### config.mk
export PLATFORM = sky130hd
export DESIGN_NAME = seg7_scan
export DESIGN_NICKNAME = d
export VERILOG_FILES = /design/src/rtl/seg7_scan.sv
export SDC_FILE = /design/constraint.sdc
export NUM_CORES = 1
export LEC_CHECK = 0
export CAP_MARGIN = 10
export CORE_ASPECT_RATIO = 0.9
export CORE_MARGIN = 4
export CORE_UTILIZATION = 57
export CTS_CLUSTER_DIAMETER = 40
export DETAILED_ROUTE_END_ITERATION = 10
export PLACE_DENSITY = 0.82
export SYNTH_ARGS = -nofsm -noshare
export SYNTH_HDL_FRONTEND = slang
export SYNTH_SLANG_ARGS = --single-unit
### constraint.sdc
create_clock -name CLK_100MHz -period 5 [get_ports CLK_100MHz]
set_clock_uncertainty 0.15 [all_clocks]
set_input_delay 1 -clock CLK_100MHz [delete_from_list [all_inputs] [get_ports CLK_100MHz]]
set_output_delay 1 -clock CLK_100MHz [all_outputs]
set_load 0.05 [all_outputs]
### src/rtl/seg7_scan.sv
// Seven-segment scan controller: edge-detected refresh ticks, blanking gap,
// frame-synchronous double-buffered value, hex decode and zero blanking.
module seg7_scan #(
  parameter int N_DIGITS     = 8,
  parameter int BLANK_CYCLES = 4
) (
  input  logic                    CLK_100MHz,
  input  logic                    RST,
  input  logic                    i_ce,
  input  logic                    i_led_clk,
  input  logic [4*N_DIGITS-1:0]   i_value,
  input  logic [N_DIGITS-1:0]     i_dp,
  input  logic                    i_lz_en,
  input  logic                    i_load,
  output logic [N_DIGITS-1:0]     o_an,
  output logic [6:0]              o_seg,
  output logic                    o_dp,
  output logic                    o_pending,
  output logic                    o_frame_done
);

  localparam int IW = (N_DIGITS > 1) ? $clog2(N_DIGITS) : 1;
  localparam int BW = (BLANK_CYCLES > 1) ? $clog2(BLANK_CYCLES) : 1;
  localparam int VW = 4 * N_DIGITS;

  localparam logic [1:0] IDLE  = 2'd0;
  localparam logic [1:0] BLANK = 2'd1;
  localparam logic [1:0] SHOW  = 2'd2;

  localparam logic [IW-1:0] I_LAST = IW'(N_DIGITS - 1);
  localparam logic [BW-1:0] B_LAST = BW'(BLANK_CYCLES - 1);

  logic            led_q;
  logic [1:0]      state_q, state_d;
  logic [IW-1:0]   idx_q, idx_d;
  logic [BW-1:0]   bcnt_q, bcnt_d;
  logic [VW-1:0]   stg_val_q, stg_val_d;
  logic [N_DIGITS-1:0] stg_dp_q, stg_dp_d;
  logic            stg_lz_q, stg_lz_d;
  logic            pend_q, pend_d;
  logic [VW-1:0]   dsp_val_q, dsp_val_d;
  logic [N_DIGITS-1:0] dsp_dp_q, dsp_dp_d;
  logic [N_DIGITS-1:0] mask_q, mask_d;
  logic [N_DIGITS-1:0] an_q, an_d;
  logic [6:0]      seg_q, seg_d;
  logic            dp_q, dp_d;
  logic            fd_q, fd_d;

  logic            tick;
  logic            wrap;
  logic            dsp_load;
  logic            lz_src;
  logic [3:0]      nib;

  function automatic logic [6:0] hex7(input logic [3:0] n);
    logic [6:0] s;
    case (n)
      4'h0:    s = 7'h40;
      4'h1:    s = 7'h79;
      4'h2:    s = 7'h24;
      4'h3:    s = 7'h30;
      4'h4:    s = 7'h19;
      4'h5:    s = 7'h12;
      4'h6:    s = 7'h02;
      4'h7:    s = 7'h78;
      4'h8:    s = 7'h00;
      4'h9:    s = 7'h10;
      4'hA:    s = 7'h08;
      4'hB:    s = 7'h03;
      4'hC:    s = 7'h46;
      4'hD:    s = 7'h21;
      4'hE:    s = 7'h06;
      default: s = 7'h0E;
    endcase
    return s;
  endfunction

  // Walk from the top digit down; a digit blanks while everything above it is zero.
  function automatic logic [N_DIGITS-1:0] lz_mask(
    input logic [VW-1:0] v,
    input logic          en
  );
    logic [N_DIGITS-1:0] m;
    logic z;
    m = '0;
    z = 1'b1;
    for (int k = N_DIGITS - 1; k > 0; k--) begin
      z = z & (v[4*k +: 4] == 4'h0);
      m[k] = en & z;
    end
    return m;
  endfunction

  assign tick = i_ce & (i_led_clk ^ led_q);

  always_comb begin
    state_d = state_q;
    idx_d   = idx_q;
    bcnt_d  = bcnt_q;
    wrap    = 1'b0;
    if (i_ce) begin
      unique case (state_q)
        IDLE: begin
          if (tick) begin
            state_d = BLANK;
            idx_d   = '0;
            bcnt_d  = '0;
          end
        end
        BLANK: begin
          if (bcnt_q == B_LAST) begin
            state_d = SHOW;
            bcnt_d  = '0;
          end else begin
            bcnt_d = bcnt_q + 1'b1;
          end
        end
        SHOW: begin
          if (tick) begin
            state_d = BLANK;
            bcnt_d  = '0;
            if (idx_q == I_LAST) begin
              idx_d = '0;
              wrap  = 1'b1;
            end else begin
              idx_d = idx_q + 1'b1;
            end
          end
        end
        default: state_d = IDLE;
      endcase
    end
  end

  always_comb begin
    stg_val_d = stg_val_q;
    stg_dp_d  = stg_dp_q;
    stg_lz_d  = stg_lz_q;
    pend_d    = pend_q;
    dsp_val_d = dsp_val_q;
    dsp_dp_d  = dsp_dp_q;
    mask_d    = mask_q;
    dsp_load  = 1'b0;
    lz_src    = 1'b0;
    if (wrap && i_load) begin
      dsp_val_d = i_value;
      dsp_dp_d  = i_dp;
      lz_src    = i_lz_en;
      dsp_load  = 1'b1;
      pend_d    = 1'b0;
    end else begin
      if (wrap && pend_q) begin
        dsp_val_d = stg_val_q;
        dsp_dp_d  = stg_dp_q;
        lz_src    = stg_lz_q;
        dsp_load  = 1'b1;
        pend_d    = 1'b0;
      end
      if (i_load) begin
        stg_val_d = i_value;
        stg_dp_d  = i_dp;
        stg_lz_d  = i_lz_en;
        pend_d    = 1'b1;
      end
    end
    if (dsp_load) begin
      mask_d = lz_mask(dsp_val_d, lz_src);
    end
  end

  // Outputs are decoded from next-state values so they register in step with the FSM.
  always_comb begin
    an_d  = '1;
    seg_d = 7'h7F;
    dp_d  = 1'b1;
    fd_d  = wrap;
    nib   = dsp_val_d[{idx_d, 2'b00} +: 4];
    if (state_d == SHOW) begin
      an_d[idx_d] = 1'b0;
      seg_d       = mask_d[idx_d] ? 7'h7F : hex7(nib);
      dp_d        = ~dsp_dp_d[idx_d];
    end
  end

  always_ff @(posedge CLK_100MHz) begin
    if (RST) begin
      led_q     <= 1'b0;
      state_q   <= IDLE;
      idx_q     <= '0;
      bcnt_q    <= '0;
      stg_val_q <= '0;
      stg_dp_q  <= '0;
      stg_lz_q  <= 1'b0;
      pend_q    <= 1'b0;
      dsp_val_q <= '0;
      dsp_dp_q  <= '0;
      mask_q    <= '0;
      an_q      <= '1;
      seg_q     <= 7'h7F;
      dp_q      <= 1'b1;
      fd_q      <= 1'b0;
    end else begin
      led_q     <= i_led_clk;
      state_q   <= state_d;
      idx_q     <= idx_d;
      bcnt_q    <= bcnt_d;
      stg_val_q <= stg_val_d;
      stg_dp_q  <= stg_dp_d;
      stg_lz_q  <= stg_lz_d;
      pend_q    <= pend_d;
      dsp_val_q <= dsp_val_d;
      dsp_dp_q  <= dsp_dp_d;
      mask_q    <= mask_d;
      an_q      <= an_d;
      seg_q     <= seg_d;
      dp_q      <= dp_d;
      fd_q      <= fd_d;
    end
  end

  assign o_an         = an_q;
  assign o_seg        = seg_q;
  assign o_dp         = dp_q;
  assign o_pending    = pend_q;
  assign o_frame_done = fd_q;

endmodule

Word level (Yosys, flattened, before mapping)
Memories as Yosys holds them, arrays and structs flattened. A register that Yosys moved wholly into a read port is not among the register bits.
Index checks and enable logic that the tools add are counted.
{ "word_totals": {"reg_bits": 108, "latchBits": 0, "ram_bits": 0, "mem_bits_ro": 112, "in_bits": 46, "output_inout_bits": 18, "wordCells": 97, "n_memories": 1} }
{ "mem_list": {"columns": ["name", "depth", "width", "read_ports", "rd_clocked_by_memory_dff", "wr", "line_no", "rtl"], "rows": [
  ["(name not given)", 16, 7, 1, 1, 0, "57", "case (n)"]
]} }
{ "classes": {"add_sub_neg": 2, "n_mul": 0, "div": 0, "magnitude_cmp": 2, "n_eq_ne": 6, "shifts": 1, "n_mux": 33, "bitwise_logic": 19, "reduce_logical": 19} }
{ "ops": {"columns": ["op", "n"], "rows": [
  ["32-bit 2-to-1 mux", 2],
  ["32-bit by 6-bit indexed part select with 4-bit output", 1],
  ["4-bit logical NOT", 7],
  ["8-bit 2-to-1 mux", 3],
  ["1-bit bitwise AND", 14],
  ["1-bit 2-to-1 mux", 13],
  ["3-bit 2-to-1 mux", 4],
  ["2-bit 2-to-1 mux", 5],
  ["8-bit inverter", 1],
  ["2-bit case mux with 2 select lines", 2],
  ["1-bit binary-select mux with 3-bit select", 2],
  ["2-bit equality test (second input constant)", 3],
  ["3-bit case mux with 2 select lines", 1],
  ["2-bit OR reduction", 3],
  ["3-bit by 4-bit less-than comparator with 1-bit output (second input constant)", 1],
  ["2-bit nonzero test", 2],
  ["3-bit by 1-bit adder with 3-bit output (second input constant)", 1],
  ["1-bit demux with 3-bit select", 1],
  ["3-bit equality test (second input constant)", 1],
  ["3-bit by 1-bit >= comparator with 1-bit output (second input constant)", 1],
  ["1-bit logical AND", 3],
  ["1-bit inverter", 3],
  ["3-bit AND reduction", 1],
  ["3-bit OR reduction", 1],
  ["6 further kinds", 6]
]} }

Logic depth before layout (Yosys ltp)
{ "depth": {"word_depth": 20, "mapped_depth": 19, "depth_no_buf": 14} }

Least setup slack after synthesis
OpenSTA, ideal clock, no wires.
{ "synth_path": {"kind": "input port to flip-flop", "start": "input port i_ce", "end": "register seg_q[5] (netlist: o_seg[5])", "setup_time_ps": 133, "arrival_ps": 3559, "required_ps": 4717, "setup_slack_ps": 1158, "path_stages": 17, "n_path_buf": 5, "path_cell_list": "and4b_1 > buf_6 > buf_6 > buf_4 > buf_2 > buf_2 > nand4_1 > a21oi_1 > a221oi_1 > a211oi_1 > nor4_2 > inv_1 > ha_1 > inv_1 > nor3_1 > a21oi_1 > o221ai_1"} }
{ "synth_via": {"elab_chain_len": 19, "word_cells_on_any_way": 46, "classes_between": "eq/ne: 1; shift: 1; mux: 19; bitwise: 15; reduce/logical: 10"} }
{ "synth_lines": {"columns": ["element", "line_no", "rtl"], "rows": [
  ["from (decl)", "9", "input logic i_ce,"],
  ["1-bit bitwise AND", "94", "assign tick = i_ce & (i_led_clk ^ led_q);"],
  ["1-bit 2-to-1 mux", "119", "if (tick) begin"],
  ["1-bit 2-to-1 mux", "102", "unique case (state_q)"],
  ["1-bit 2-to-1 mux", "101", "if (i_ce) begin"],
  ["1-bit logical AND", "152", "if (wrap && pend_q) begin"],
  ["32-bit 2-to-1 mux", "152", null],
  ["32-bit 2-to-1 mux", "145", "if (wrap && i_load) begin"],
  ["4-bit logical NOT", "88", "z = z & (v[4*k +: 4] == 4'h0);"],
  ["1-bit bitwise AND (6 in a row)", "88", null],
  ["1-bit bitwise AND", "89", "m[k] = en & z;"],
  ["8-bit 2-to-1 mux", "166", "if (dsp_load) begin"],
  ["1-bit binary-select mux with 3-bit select", "180", "seg_d = mask_d[idx_d] ? 7'h7F : hex7(nib);"],
  ["1-bit 2-to-1 mux (not written as such)", "180", null],
  ["3-bit OR reduction (no source line)", null, null],
  ["to (decl)", "45", "logic [6:0] seg_q, seg_d;"]
]} }
Parallel ways exist; a longest one is shown, timed or not. The select of a mux whose other input is x is not followed.
A chain may end at the register's enable or synchronous reset.

Worst setup path in the final report
Ends and elaborated chain as after synthesis.

==> flow_summary.yaml <==
finish:
  instances_no_fill: 912
  diodes: 0
  utilization_pct: 73.2
  nNetsFinal: 829
  filler_cell_count: 755
  ff_latch_area_sq_um: 2300
  multi_input_area_sq_um: 3010
  drive_gt1_share_pct: 9.54
  syn_to_final_growth_pct: 24.2
global_route:
  grt_pass1_vias: 5545
  grt_first_pass_wirelength_mm: 26.6
  grt_max_degree: 76
  grtUsageTotal_pct: 28.5
  antenna_found_initial: 0
  overflow: 0
timing:
  finalSetupViolations: 0
  finalHoldViolations: 0
  achievable-frequency_mhz: 237
  rsz0062_at_grt: "no"
  post-route-period-util_pct: 84.3
  tns_ps: 0
  period_minus_slack_ps: 4210
  slew_violations: 0
  relSlewSlack_pct: 23.4
  tightest_slew_ps: 1140
synth:
  syn_area_per_cell_sq_um: 7.89
  synth_cell_types: 55
  synth_top_family_by_area: "compound AO/OA/AOI/OAI gates"
  synth_fp_nets: 783
  synth_edf_count: 0
  synth_area_leader_cell: "dfxtp_1"
  synth-seq-cells: 115
  syn_area_sq_um: 5740
  synth_compound_area_share_pct: 25.2
  yosysWarnings: 0
  yosysTopAreaCellShare_pct: 40.1
  synth-xor-area-share_pct: 0.305
  syn_inst: 728
  synth-adder-area-share_pct: 1.96
  seq_area_frac_synth_pct: 40.1
  yosys.area_share.simple_pct: 21.7
  synth.area.mux_share_pct: 2.88
  synthTopCellsByArea: "dfxtp_1, nand2_1, nor2_1"
  synth_flop_cell: "dfxtp_1"
  synthArstFlopShare_pct: 0
power:
  combinationalPowerShare_pct: 6.9
  p_per_area_nw_per_um2: 350
  pwr-share-clk_pct: 54.7
  seq_power_share_pct: 38.3
  leakagePower_nw: 2.94
  vdd_drop_max_mv: 0.380
  p_switching_mw: 0.545
  p_int_mw: 1.95
  swShare_pct: 21.8
setup_path:
  worstPathArrival_ps: 4460
  critPathMaxFanout: 29
  crit_type: "in2reg"
  cp_data_required_time_ps: 5250
  start_kind: "input port"
  end_kind: "flip-flop"
clock_tree:
  htreeDepth: 4
  post_cts_resized: 0
  cts_root_buf: "clkbuf_8"
  post_cts_buffers: 0
  cts.sinks: 115
  cts_buffer_depth: 2
  cts_hold_buffers: 0
  tritoncts: "built"
  insertion_delay_ps: 530
  numCtsBuffers: 17
  path_clk_slew_ps: 60
outcome:
  status: "complete, no violations"
placed_design:
  routabilityCongestion: 0.931
  dp_cells: 881
  io_buffers: 63
  hpwl_mm: 10.8
routing:
  drtIter0Drc: 530
  dr.pass1.iters: 5
  ant_nets: 0
  vias: 5718
  drcViolationCount: 0
  vias_per_cell: 6.27
  wirelength_mm: 16.6
  wl_per_cell_microns: 18.2
worst_hold_path:
  hold_class: "reg2reg"
floorplan:
  dieArea_sq_um: 11700
  core_region_area_sq_um: 9740
  start_util_pct: 59.0
  rows: 34
  ios: 64
  die_w_microns: 114
  die_h_microns: 103
job:
  cap_violations: 0
stage by stage:
step,power (mW),area [sq um],setup WS [ps],hold slack (ps)
final,2.50,7130,785,307
after global routing,2.56,7130,516,323
after global placement,1.14,6470,428,290
after CTS,2.50,7130,901,306
after floorplan,1.07,5740,1160,282
after detailed placement,1.15,6470,367,298
worst paths after layout:
check                                      to          start  slack [ps]  depth (start not counted)
worst max-delay path                 o_seg[5]           i_ce         790                         13
worst min-delay path            stg_val_q[18]  stg_val_q[18]         310                          2
worst max register to register       o_seg[5]       idx_q[1]         920                         14
worst min register to register  stg_val_q[18]  stg_val_q[18]         310                          2
cells in the final DEF (no fill, tap or decap), types with 5 or more instances in the layout:
master | Yosys | layout
clkinv_2 | 0 | 5
clkbuf_16 | 0 | 16
a21o_1 | 30 | 30
o22ai_1 | 8 | 8
nor2_1 | 98 | 98
nor3_1 | 16 | 16
buf_4 | 2 | 26
nand3_1 | 13 | 13
dfxtp_1 | 115 | 114
a41oi_1 | 28 | 28
a211oi_1 | 6 | 6
o221ai_1 | 31 | 31
nand2b_1 | 13 | 13
ha_1 | 9 | 9
nand2_1 | 105 | 105
bufinv_16 | 0 | 6
mux2i_1 | 12 | 12
inv_1 | 37 | 37
o21ai_0 | 12 | 12
a221oi_1 | 9 | 9
nand4_1 | 5 | 5
a21oi_1 | 68 | 68
clkdlybuf4s50_1 | 0 | 62
cells by family after synthesis:
| kind of cell | count (synthesis) |
|---|---|
| and+or+nand+nor | 278 |
| AOI/OAI and AO/OA | 207 |
| DFF | 115 |
| buffers and inverters | 101 |
| muxes | 16 |
| adders and majority gates | 9 |
| xor gates and xnor gates | 2 |
cells in the mapped netlist, types with 3 or more instances:
| library cell | count |
|---|---|
| dfxtp_1 | 115 |
| nand2_1 | 105 |
| nor2_1 | 98 |
| a21oi_1 | 68 |
| inv_1 | 37 |
| clkbuf_1 | 34 |
| o221ai_1 | 31 |
| a21o_1 | 30 |
| a41oi_1 | 28 |
| buf_2 | 20 |
| nor3_1 | 16 |
| nand2b_1 | 13 |
| nand3_1 | 13 |
| mux2i_1 | 12 |
| o21ai_0 | 12 |
| a221oi_1 | 9 |
| ha_1 | 9 |
| o22ai_1 | 8 |
| a211oi_1 | 6 |
| buf_6 | 5 |
| nand4_1 | 5 |
| mux2_2 | 4 |
| nor2b_1 | 4 |
| and2_1 | 3 |
| and3b_1 | 3 |
| buf_1 | 3 |
flip-flops by register name, summed over array words and instances (netlist names):
signal and count:
stg_dp_q 8, dsp_dp_q 8, o_dp 1, o_an 8
o_seg 7, o_frame_done 1, mask_q 8, stg_lz_q 1
bcnt_q 2, stg_val_q 32, idx_q 3, o_pending 1
state_q 2, dsp_val_q 32, led_q 1
area by class of cell:
| type | count | share of cell area (%) |
|---|---|---|
| sequential | 115 | 32.3 |
| inverter | 37 | 1.95 |
| multi-input combinational | 512 | 42.2 |
| tap | 126 | 2.21 |
| clock buffer | 20 | 6.38 |
| timing repair buffer | 91 | 12.1 |
| clock inverter | 11 | 2.88 |
worst max-delay path: stages:
cell and delay (ps):
clkdlybuf4s50_1 480, and4b_2 590, nand3_2 110, buf_4 260
o221ai_1 350, a211oi_1 160, nor4_2 650, inv_1 190
ha_1 260, inv_1 70, nor3_1 60, a21oi_1 120
o221ai_1 130
power groups by stage:
| stage | Combinational (mW) | Sequential [mW] | Clock, mW |
|---|---|---|---|
| floorplan | 0.105 | 0.967 | 0 |
| global placement | 0.165 | 0.975 | 0 |
| detailed placement | 0.170 | 0.976 | 0 |
| CTS | 0.172 | 0.957 | 1.37 |
| global route | 0.189 | 0.960 | 1.41 |
| finish | 0.174 | 0.958 | 1.37 |
routing by layer:
layer / vias to the layer above / GRT usage, % / routed length (microns)
li1: 2681 / - / -
met1: 2727 / 34.6 / 6870
met2: 259 / 46.7 / 7940
met3: 51 / 8.09 / 1300
met4: 0 / 14.4 / 516
met5: - / 0 / 0
No activity file was read; power rests on OpenSTA's default activity.
==> variant (same settings) <==
Make the reset (`RST`) asynchronous in one clocked block.
--- a/src/rtl/seg7_scan.sv
+++ b/src/rtl/seg7_scan.sv
@@ -184,3 +184,3 @@
 
-  always_ff @(posedge CLK_100MHz) begin
+  always_ff @(posedge CLK_100MHz or posedge RST) begin
     if (RST) begin
Formal check against the unedited RTL: differs if RST is asserted again (counterexample within 4 cycles, from zero or initial values and one cycle with RST high); with RST held inactive, the same outputs for 10 cycles.
==> variant against the unedited design <==
- routed wire length fell by 1.0%
- maximum frequency fell by 0.22%
- utilization fell by 1.3 points
- die area rose by 3.4%
- via count fell by 12%
- critical path depth fell by 2
- sequential cell count did not move
- setup slack got worse by 0.0091 ns
- synthesized area rose by 3.7%
- cell area rose by 2.9%
- critical endpoint is now o_seg[5]
Power is not compared: it rests on default switching activity, and its combinational part moved more than twofold at a synthesized area within 25%.
==> variant: results (changes against the unedited design) <==
Sequential Power Share = 37.0%
GR Util met2 = 44.3% (was 46.7%)
Worst vdd ir = 0.000311 V
Slowest-stage cell, CP = clkdlybuf4s50_1 (was nor4_2)
Total power draw = 0.00288 W
Top cells by area, synth = dfrtp_1 42%, mux2_2 7.8%, dfstp_2 7.1%, o221a_2 2.8%, nand2_1 2.5% (was dfxtp_1 40%, nand2_1 6.9%, nor2_1 6.4%, a21oi_1 5.9%, o221ai_1 4.7%)
Layout Cells excl Fill = 751 (was 912)
Sequential fraction of the synthesis area = 48.7% (was 40.1%)
Dpl cell area = 0.00674 sq mm (was 0.00647 sq mm)
Clock power share = 43.2%
Nets = 664 (was 829)
# port buffers = 63 (unchanged)
Vias per cell = 6.73 (was 6.27)
Grt met1 use = 39.1% (was 34.6%)
Crit path from = i_ce (unchanged)
Antenna diodes = 0 (unchanged)
R2R Path Start = idx_q[1] (unchanged)
HPWL after DPL = 11100 um (was 10800 um)
Htree depth = 4 (unchanged)
Ratio of cells with drive above 1 in the final layout = 23.2% (was 9.54%)
Reg-to-reg slack, setup = 1.26 ns (was 0.92 ns)
CTS clk-pin slew, worst paths = 0.05 ns
Vias in the first global route = 5051 (was 5545)
Pre-CTS WS = 0.571 ns (was 0.367 ns)
Antenna Nets Post-Route = 0 (unchanged)
Async SR Flop Fraction = 100% (was 0%)
Reg2reg end = o_seg[5] (unchanged)
Num CTS Buffers = 17 (unchanged)
DRT iter0 DRCs = 629 (was 530)
Largest net degree at the start of global routing = 74 (was 76)
Largest registers = dsp_val_q (32), stg_val_q (32) (unchanged)
DRT Pass-1 Iters = 5 (unchanged)
Most frequent cells after synthesis = 99 x dfrtp_1, 41 x mux2_2, 39 x nand2_1 (was 115 x dfxtp_1, 105 x nand2_1, 98 x nor2_1)
Setup repair bufs after CTS = 0 (unchanged)
Number of distinct library cells after synthesis = 71 (was 55)
Syn_area_per_cell = 10.9 sq um (was 7.89 sq um)
Tightest Hold Check Type = register to register (unchanged)
CP peak stage delay = 0.72 ns (was 0.65 ns)
M3 GR Usage = 6.72% (was 8.09%)
Clock latency on the worst-skew pair = 0.42 ns (was 0.53 ns)
Avg WL per Cell = 21.9 um (was 18.2 um)
Root cell of the clock tree = clkbuf_16 (was clkbuf_8)
Number of fill cells in the layout = 720 (was 755)
Global-route wire length before repair = 26800 um (was 26600 um)
Placed insts = 719 (was 881)
Status = complete, no violations (unchanged)
Antenna violations before repair = 0 (unchanged)
Total GRT Usage = 28.3% (was 28.5%)
Util after Layout = 72.0% (was 73.2%)
# resized after CTS = 0 (unchanged)
Critical path peak fanout = 22 (was 29)
Reg2Reg Depth = 13 (was 14)
Fin crit share = 84.5% (was 84.3%)
Syn_nets = 600 (was 783)
Slew margin rel. = 38.4% (was 23.4%)
Maximum root-to-sink buffer count = 2 (unchanged)
GPL Wtd Cong = 0.930 (was 0.931)
==> variant: cell types whose count changed after synthesis, moves of 22 or more <==
cell | unedited run | this run
inv_1 | 37 | 11
o221ai_1 | 31 | 9
clkbuf_1 | 34 | 11
mux2_2 | 4 | 41
nand2_1 | 105 | 39
a21o_1 | 30 | 4
dfxtp_1 | 115 | 0
nor2_1 | 98 | 25
dfrtp_1 | 0 | 99
a21oi_1 | 68 | 8
==> variant: final cells by class <==
| class | count | share of cell area (%) |
|---|---|---|
| Clock inverter | 12 | 2.13 |
| Tap cell | 129 | 2.20 |
| Sequential cell | 115 | 39.5 |
| Clock buffer | 20 | 6.08 |
| Timing Repair Buffer | 84 | 10.9 |
| Inverter | 12 | 0.648 |
| Multi-Input combinational cell | 379 | 38.6 |
==> variant: logic make-up (layout without fill, tap and decap cells) <==
group,count (synthesis),in the layout,synth area share [%]
simple gates,168,168,16.0
compound gates,150,150,19.8
flops,115,115,48.7
buf+inv,51,128,3.91
mux,50,50,9.26
fa+ha+maj,9,9,1.89
xor+xnor,2,2,0.546
==> variant: metal layers <==
layer | up-vias | wire length, um
li1 | 2221 | -
met3 | 41 | 1250
met4 | 0 | 391
met1 | 2529 | 6850
met2 | 260 | 7970
met5 | - | 0
==> variant: how the worst min path moves through the flow <==
stage / startpoint / to / slack [ns] / cells past startpoint
after global routing: mask_q[4] / mask_q[4] / 0.35 / 1
after floorplan: mask_q[2] / mask_q[2] / 0.29 / 2
after CTS: mask_q[7] / mask_q[7] / 0.34 / 1
after global placement: mask_q[2] / mask_q[2] / 0.30 / 2
final: mask_q[7] / mask_q[7] / 0.34 / 1
after detailed placement: mask_q[2] / mask_q[2] / 0.31 / 2
